--- config.mk ---
export PLATFORM = sky130hd
export DESIGN_NAME = dac_update_scheduler
export DESIGN_NICKNAME = d
export VERILOG_FILES = /design/src/rtl/dac_update_scheduler.sv
export SDC_FILE = /design/constraint.sdc
export NUM_CORES = 1
export LEC_CHECK = 0
export BUFFER_PORTS_ARGS = -buffer_cell sky130_fd_sc_hd__buf_2
export CAP_MARGIN = 5
export CORE_AREA = 4 4 95 97
export DETAILED_ROUTE_END_ITERATION = 8
export DIE_AREA = 0 0 99 101
export PLACE_DENSITY_LB_ADDON = 0.15
export REMOVE_ABC_BUFFERS = 1
export SLEW_MARGIN = 20
export SYNTH_ARGS = -nofsm -noshare
export SYNTH_HDL_FRONTEND = slang
export SYNTH_SLANG_ARGS = --single-unit
--- constraint.sdc ---
create_clock -name CLK_50M -period 2.15 [get_ports CLK_50M]
set_input_delay 0.3225 -clock CLK_50M [delete_from_list [all_inputs] [get_ports CLK_50M]]
set_output_delay 0.3225 -clock CLK_50M [all_outputs]
set_load 0.005 [all_outputs]
--- src/rtl/dac_update_scheduler.sv ---
// Round-robin sharing of a dual-channel SPI DAC driver, with frame pacing and a done timeout.
// Optional macro DAC_SCHED_OVERRUN_EN adds overrun_cnt, which counts frame slots dropped while busy.
module dac_update_scheduler #(
  parameter int N_REQ        = 4,
  parameter int DATA_W       = 12,
  parameter int TICK_DIV     = 25000,
  parameter int DONE_TIMEOUT = 1023
) (
  input  logic                      CLK_50M,
  input  logic                      RST_N,
  input  logic [N_REQ-1:0]          req_valid,
  input  logic [N_REQ-1:0]          req_chan,
  input  logic [N_REQ*DATA_W-1:0]   req_data,
  output logic [N_REQ-1:0]          req_ready,
  output logic [DATA_W-1:0]         dac_Va,
  output logic [DATA_W-1:0]         dac_Vb,
  output logic                      dac_start,
  input  logic                      dac_done,
  output logic                      busy,
  output logic                      err_timeout
`ifdef DAC_SCHED_OVERRUN_EN
  ,
  output logic [7:0]                overrun_cnt
`endif
);

  localparam int PTR_W = $clog2(N_REQ);
  localparam int TCK_W = $clog2(TICK_DIV);
  localparam int WT_W  = $clog2(DONE_TIMEOUT + 1);

  localparam logic [1:0] ST_IDLE  = 2'd0;
  localparam logic [1:0] ST_LOAD  = 2'd1;
  localparam logic [1:0] ST_START = 2'd2;
  localparam logic [1:0] ST_WAIT  = 2'd3;

  logic [1:0]        state;
  logic [PTR_W-1:0]  rr_ptr;
  logic [PTR_W-1:0]  gnt_idx;
  logic [PTR_W-1:0]  cand;
  logic              gnt_any;
  logic [DATA_W-1:0] gnt_data;
  logic              gnt_chan;
  logic [DATA_W-1:0] shadow_a;
  logic [DATA_W-1:0] shadow_b;
  logic              dirty;
  logic [TCK_W-1:0]  tick_cnt;
  logic              tick;
  logic [WT_W-1:0]   wait_cnt;

  function automatic logic [7:0] sat_inc8(input logic [7:0] v);
    return (v == 8'hFF) ? v : v + 8'd1;
  endfunction

  // Arbiter: first valid requester at or after rr_ptr, wrapping modulo N_REQ
  always_comb begin
    req_ready = '0;
    gnt_idx   = '0;
    gnt_any   = 1'b0;
    cand      = '0;
    for (int k = 0; k < N_REQ; k++) begin
      cand = PTR_W'((int'(rr_ptr) + k) % N_REQ);
      if (!gnt_any && req_valid[cand]) begin
        gnt_any = 1'b1;
        gnt_idx = cand;
      end
    end
    if (gnt_any) req_ready[gnt_idx] = 1'b1;
  end

  assign gnt_data  = req_data[int'(gnt_idx)*DATA_W +: DATA_W];
  assign gnt_chan  = req_chan[gnt_idx];
  assign tick      = (tick_cnt == TCK_W'(TICK_DIV - 1));
  assign dac_start = (state == ST_START);
  assign busy      = (state != ST_IDLE);

  always_ff @(posedge CLK_50M or negedge RST_N) begin
    if (!RST_N) begin
      rr_ptr   <= '0;
      shadow_a <= '0;
      shadow_b <= '0;
      dirty    <= 1'b0;
      tick_cnt <= '0;
    end else begin
      tick_cnt <= tick ? '0 : tick_cnt + 1'b1;
      if (gnt_any) begin
        if (gnt_chan) shadow_b <= gnt_data;
        else          shadow_a <= gnt_data;
        rr_ptr <= (gnt_idx == PTR_W'(N_REQ - 1)) ? '0 : gnt_idx + 1'b1;
      end
      // A grant landing in LOAD keeps dirty so that write goes out next slot
      if (gnt_any)                dirty <= 1'b1;
      else if (state == ST_LOAD)  dirty <= 1'b0;
    end
  end

  always_ff @(posedge CLK_50M or negedge RST_N) begin
    if (!RST_N) begin
      state       <= ST_IDLE;
      dac_Va      <= '0;
      dac_Vb      <= '0;
      wait_cnt    <= '0;
      err_timeout <= 1'b0;
    end else begin
      case (state)
        ST_IDLE: if (tick && dirty) state <= ST_LOAD;
        ST_LOAD: begin
          dac_Va <= shadow_a;
          dac_Vb <= shadow_b;
          state  <= ST_START;
        end
        ST_START: begin
          wait_cnt <= '0;
          state    <= ST_WAIT;
        end
        default: begin
          if (dac_done) begin
            state <= ST_IDLE;
          end else if (wait_cnt == WT_W'(DONE_TIMEOUT - 1)) begin
            err_timeout <= 1'b1;
            state       <= ST_IDLE;
          end else begin
            wait_cnt <= wait_cnt + 1'b1;
          end
        end
      endcase
    end
  end

`ifdef DAC_SCHED_OVERRUN_EN
  always_ff @(posedge CLK_50M or negedge RST_N) begin
    if (!RST_N)                       overrun_cnt <= 8'd0;
    else if (tick && state != ST_IDLE) overrun_cnt <= sat_inc8(overrun_cnt);
  end
`endif

endmodule
==> run_results.csv <==
group,metric,value,unit
outcome,status,"complete, but fails checks",
outcome,failed_checks,"setup timing",
cts,max-clock-path-buffers,2,
timing,fin_hold_ws,334,ps
yosys,syn-instance-count,338,
floorplanning,start_util,48.5,%
drt,dr.max_layer_used,"met4",
drt,routed-wl-met3,423,µm
drt,drt-met1-wl,3830,µm
timing,grt_setup_unrepaired,"yes",
yosys,synth-main-ff-cell,"dfrtp_1",
power_and_ir_drop,clkPwrFrac,21.5,%
global_routing,grt_max_degree,45,
global_routing,track_usage,16.8,%
drt,drc_errors,0,
placement,port_buffers,89,
hold_path,hold_path.class,"in -> reg",
yosys,syn_area,0.00394,mm²
power_and_ir_drop,peakVddDrop,0.500,mV
yosys,yosysWarnings,0,
finish,finalNetCount,524,
timing,hold_viol,0,
global_routing,antenna_found_initial,0,
yosys,ys_types,37,
drt,wl_met2,3630,µm
yosys,yosysTopAreaCellShare,50.1,%
timing,drv_slew,0,
floorplanning,die_h,101,µm
finish,area_growth,28.3,%
floorplanning,die_x,99,µm
worst_setup_path,worstPathArrival,1950,ps
timing,min_period,2270,ps
floorplanning,rows,33,
cts,worstSkewPairLatency,340,ps
finish,drive_above_1_share,41.0,%
timing,fin_tns_setup,-378,ps
floorplanning,die-area,0.0100,mm²
yosys,yosysSeqAreaShare,50.1,%
drt,drt_iter0_drc,76,
global_routing,grt_pass1_wl,13300,µm
yosys,ys_seq_elements,79,
placement,gp_congestion,0.828,
yosys,yosys.area.top_type,"dfrtp_1",
timing,timing.final.crit_share,106,%
timing,worst_slack,-120,ps
global_routing,overflow,0,
cts,numCtsBuffers,9,
finish,fillCellCount,667,
cts,cts_root_buffer,"clkbuf_8",
finish,most-common-layout-cells,"buf_2 (88), dfrtp_1 (79), mux2i_1 (49)",
finish,final_common_cell,"buf_2",
yosys,async_flop_share,100,%
worst_setup_path,start_kind,"register",
yosys,avgSynthCellArea,11.7,µm²
floorplanning,ios,90,
worst_setup_path,end_kind,"primary output",
drt,ant_nets,0,
timing,fmax,441,MHz
worst_setup_path,worstPathRequired,1830,ps
power_and_ir_drop,p_int,4450,µW
timing,worst_pin_slew,492,ps
global_routing,grt_pass1_vias,2847,
drt,wire_per_inst,14.2,µm
cts,cts_tree,"done",
power_and_ir_drop,p_sw,2060,µW
timing,setup_violations,4,
cts,clock-sinks,79,
power_and_ir_drop,comb_power_share,42.5,%
placement,hpwl,5570,µm
power_and_ir_drop,swShare,31.7,%
power_and_ir_drop,p_seq_share,36.0,%
cts,cts_max_level,3,
drt,routed_wl,8030,µm
power_and_ir_drop,power_density,1290,mW/mm²
yosys,synth_edf_count,0,
finish,antennaDiodeCount,0,
floorplanning,coreArea,0.00813,mm²
drt,drt_pass1_iterations,4,
timing,slew_headroom,67.2,%
drt,vias_per_cell,4.95,
flow_run,maxCapViolCount,0,
drt,vias,2790,
yosys,yosys-top-cells-area,"dfrtp_1 (50%), mux2i_1 (13%), mux2_2 (11%)",
power_and_ir_drop,power_leakage,0.00259,µW
cts,clk_pin_slew,70,ps
worst_setup_path,criticalPathCategory,"reg -> out",
timing,skew,10.8,ps
worst_setup_path,path_max_fanout,4,
==> repair_timing <==
item | 4_1_cts | 5_1_grt
pin swaps | 7 | 0
endpoints found under the hold margin | 35 | 0
resized for setup | 16 | 10
buffers inserted | 7 | 2
setup endpoints to repair | 4 | 24
hold buffers | 1 | 0
cloned | 0 | 1
==> stage by stage <==
step	worst slack [ps]	util (%)	instance area [µm²]	total power [µW]	instances
floorplan	-831	-	3880	3990	328
detailed placement	55.3	56.6	4600	4910	537
global route	-220	62.2	5060	7010	564
finish	-120	62.2	5060	6520	564
global placement	125	56.6	4600	4840	537
CTS	-85.8	61.4	4990	6500	561
==> cells in the mapped netlist, drive strengths merged (11+ instances only) <==
cell type,count
nor2,24
mux2,39
inv,35
ha,11
mux2i,51
dfrtp,79
xor2,15
nand2,14
==> state kept, by name, indices dropped and copies added, names as in the netlist <==
| name | flops |
|---|---|
| state | 2 |
| rr_ptr | 2 |
| dac_Va | 12 |
| shadow_b | 12 |
| dirty | 1 |
| err_timeout | 1 |
| shadow_a | 12 |
| dac_Vb | 12 |
| wait_cnt | 10 |
| tick_cnt | 15 |
==> final timing paths <==
check                      depth (start not counted)  slack [ps]             startpoint                        to
min in group asynchronous                          2         480                  RST_N     dac_Va[3]$_DFFE_PN0P_
hold / removal                                     3         330               dac_done   err_timeout$_DFFE_PN0P_
setup reg to reg                                   9          50  rr_ptr[1]$_DFFE_PN0P_  shadow_b[11]$_DFFE_PN0P_
hold reg to reg                                    1         460  tick_cnt[0]$_DFF_PN0_     tick_cnt[0]$_DFF_PN0_
max in group asynchronous                          3        1070                  RST_N     dac_Va[1]$_DFFE_PN0P_
setup / recovery                                   8        -120  rr_ptr[1]$_DFFE_PN0P_              req_ready[2]
==> routing by layer <==
layer / track usage (%) / up-vias
li1: - / 1388
met1: 23.0 / 1319
met2: 25.8 / 72
met3: 4.71 / 11
met4: 6.09 / 0
met5: 0 / -
==> kinds of logic (layout without fill, tap and decap cells) <==
logic type | Yosys count | in the layout | synth area share [%]
flip-flops | 79 | 79 | 50.1
AO/OA/AOI/OAI | 17 | 18 | 3.24
multiplexers | 90 | 90 | 24.1
adder cells (fa/ha/maj) | 11 | 11 | 3.49
AND/OR/NAND/NOR | 75 | 75 | 9.46
XOR/XNOR | 21 | 21 | 4.67
buffers and inverters | 45 | 165 | 4.92
==> layout make-up <==
cell class	count	area [µm²]	share of cell area [%]
Clock buffer	10	128	2.52
Sequential cell	79	1980	39.1
Inverter	35	134	2.65
Tap cell	105	131	2.60
Timing Repair Buffer	114	683	13.5
Multi-Input combinational cell	215	1870	37.0
Clock inverter	6	133	2.62
==> power by group through the flow <==
stage                     Clock [µW]  Sequential [µW]  Combinational [µW]
after floorplan                    0             2330                1660
after detailed placement           0             2370                2540
after CTS                       1450             2340                2710
final                           1400             2350                2770
after global placement             0             2360                2480
after global routing            1510             2420                3080
==> worst max-delay path, stage by stage, from the launching register on <==
cell,delay [ps]
dfrtp_1,410
buf_6,120
nor2_2,30
o21a_1,220
a311oi_4,280
inv_2,100
ha_4,160
and2b_1,150
buf_2,120
Note: power is estimated with default switching activity, not from simulation.
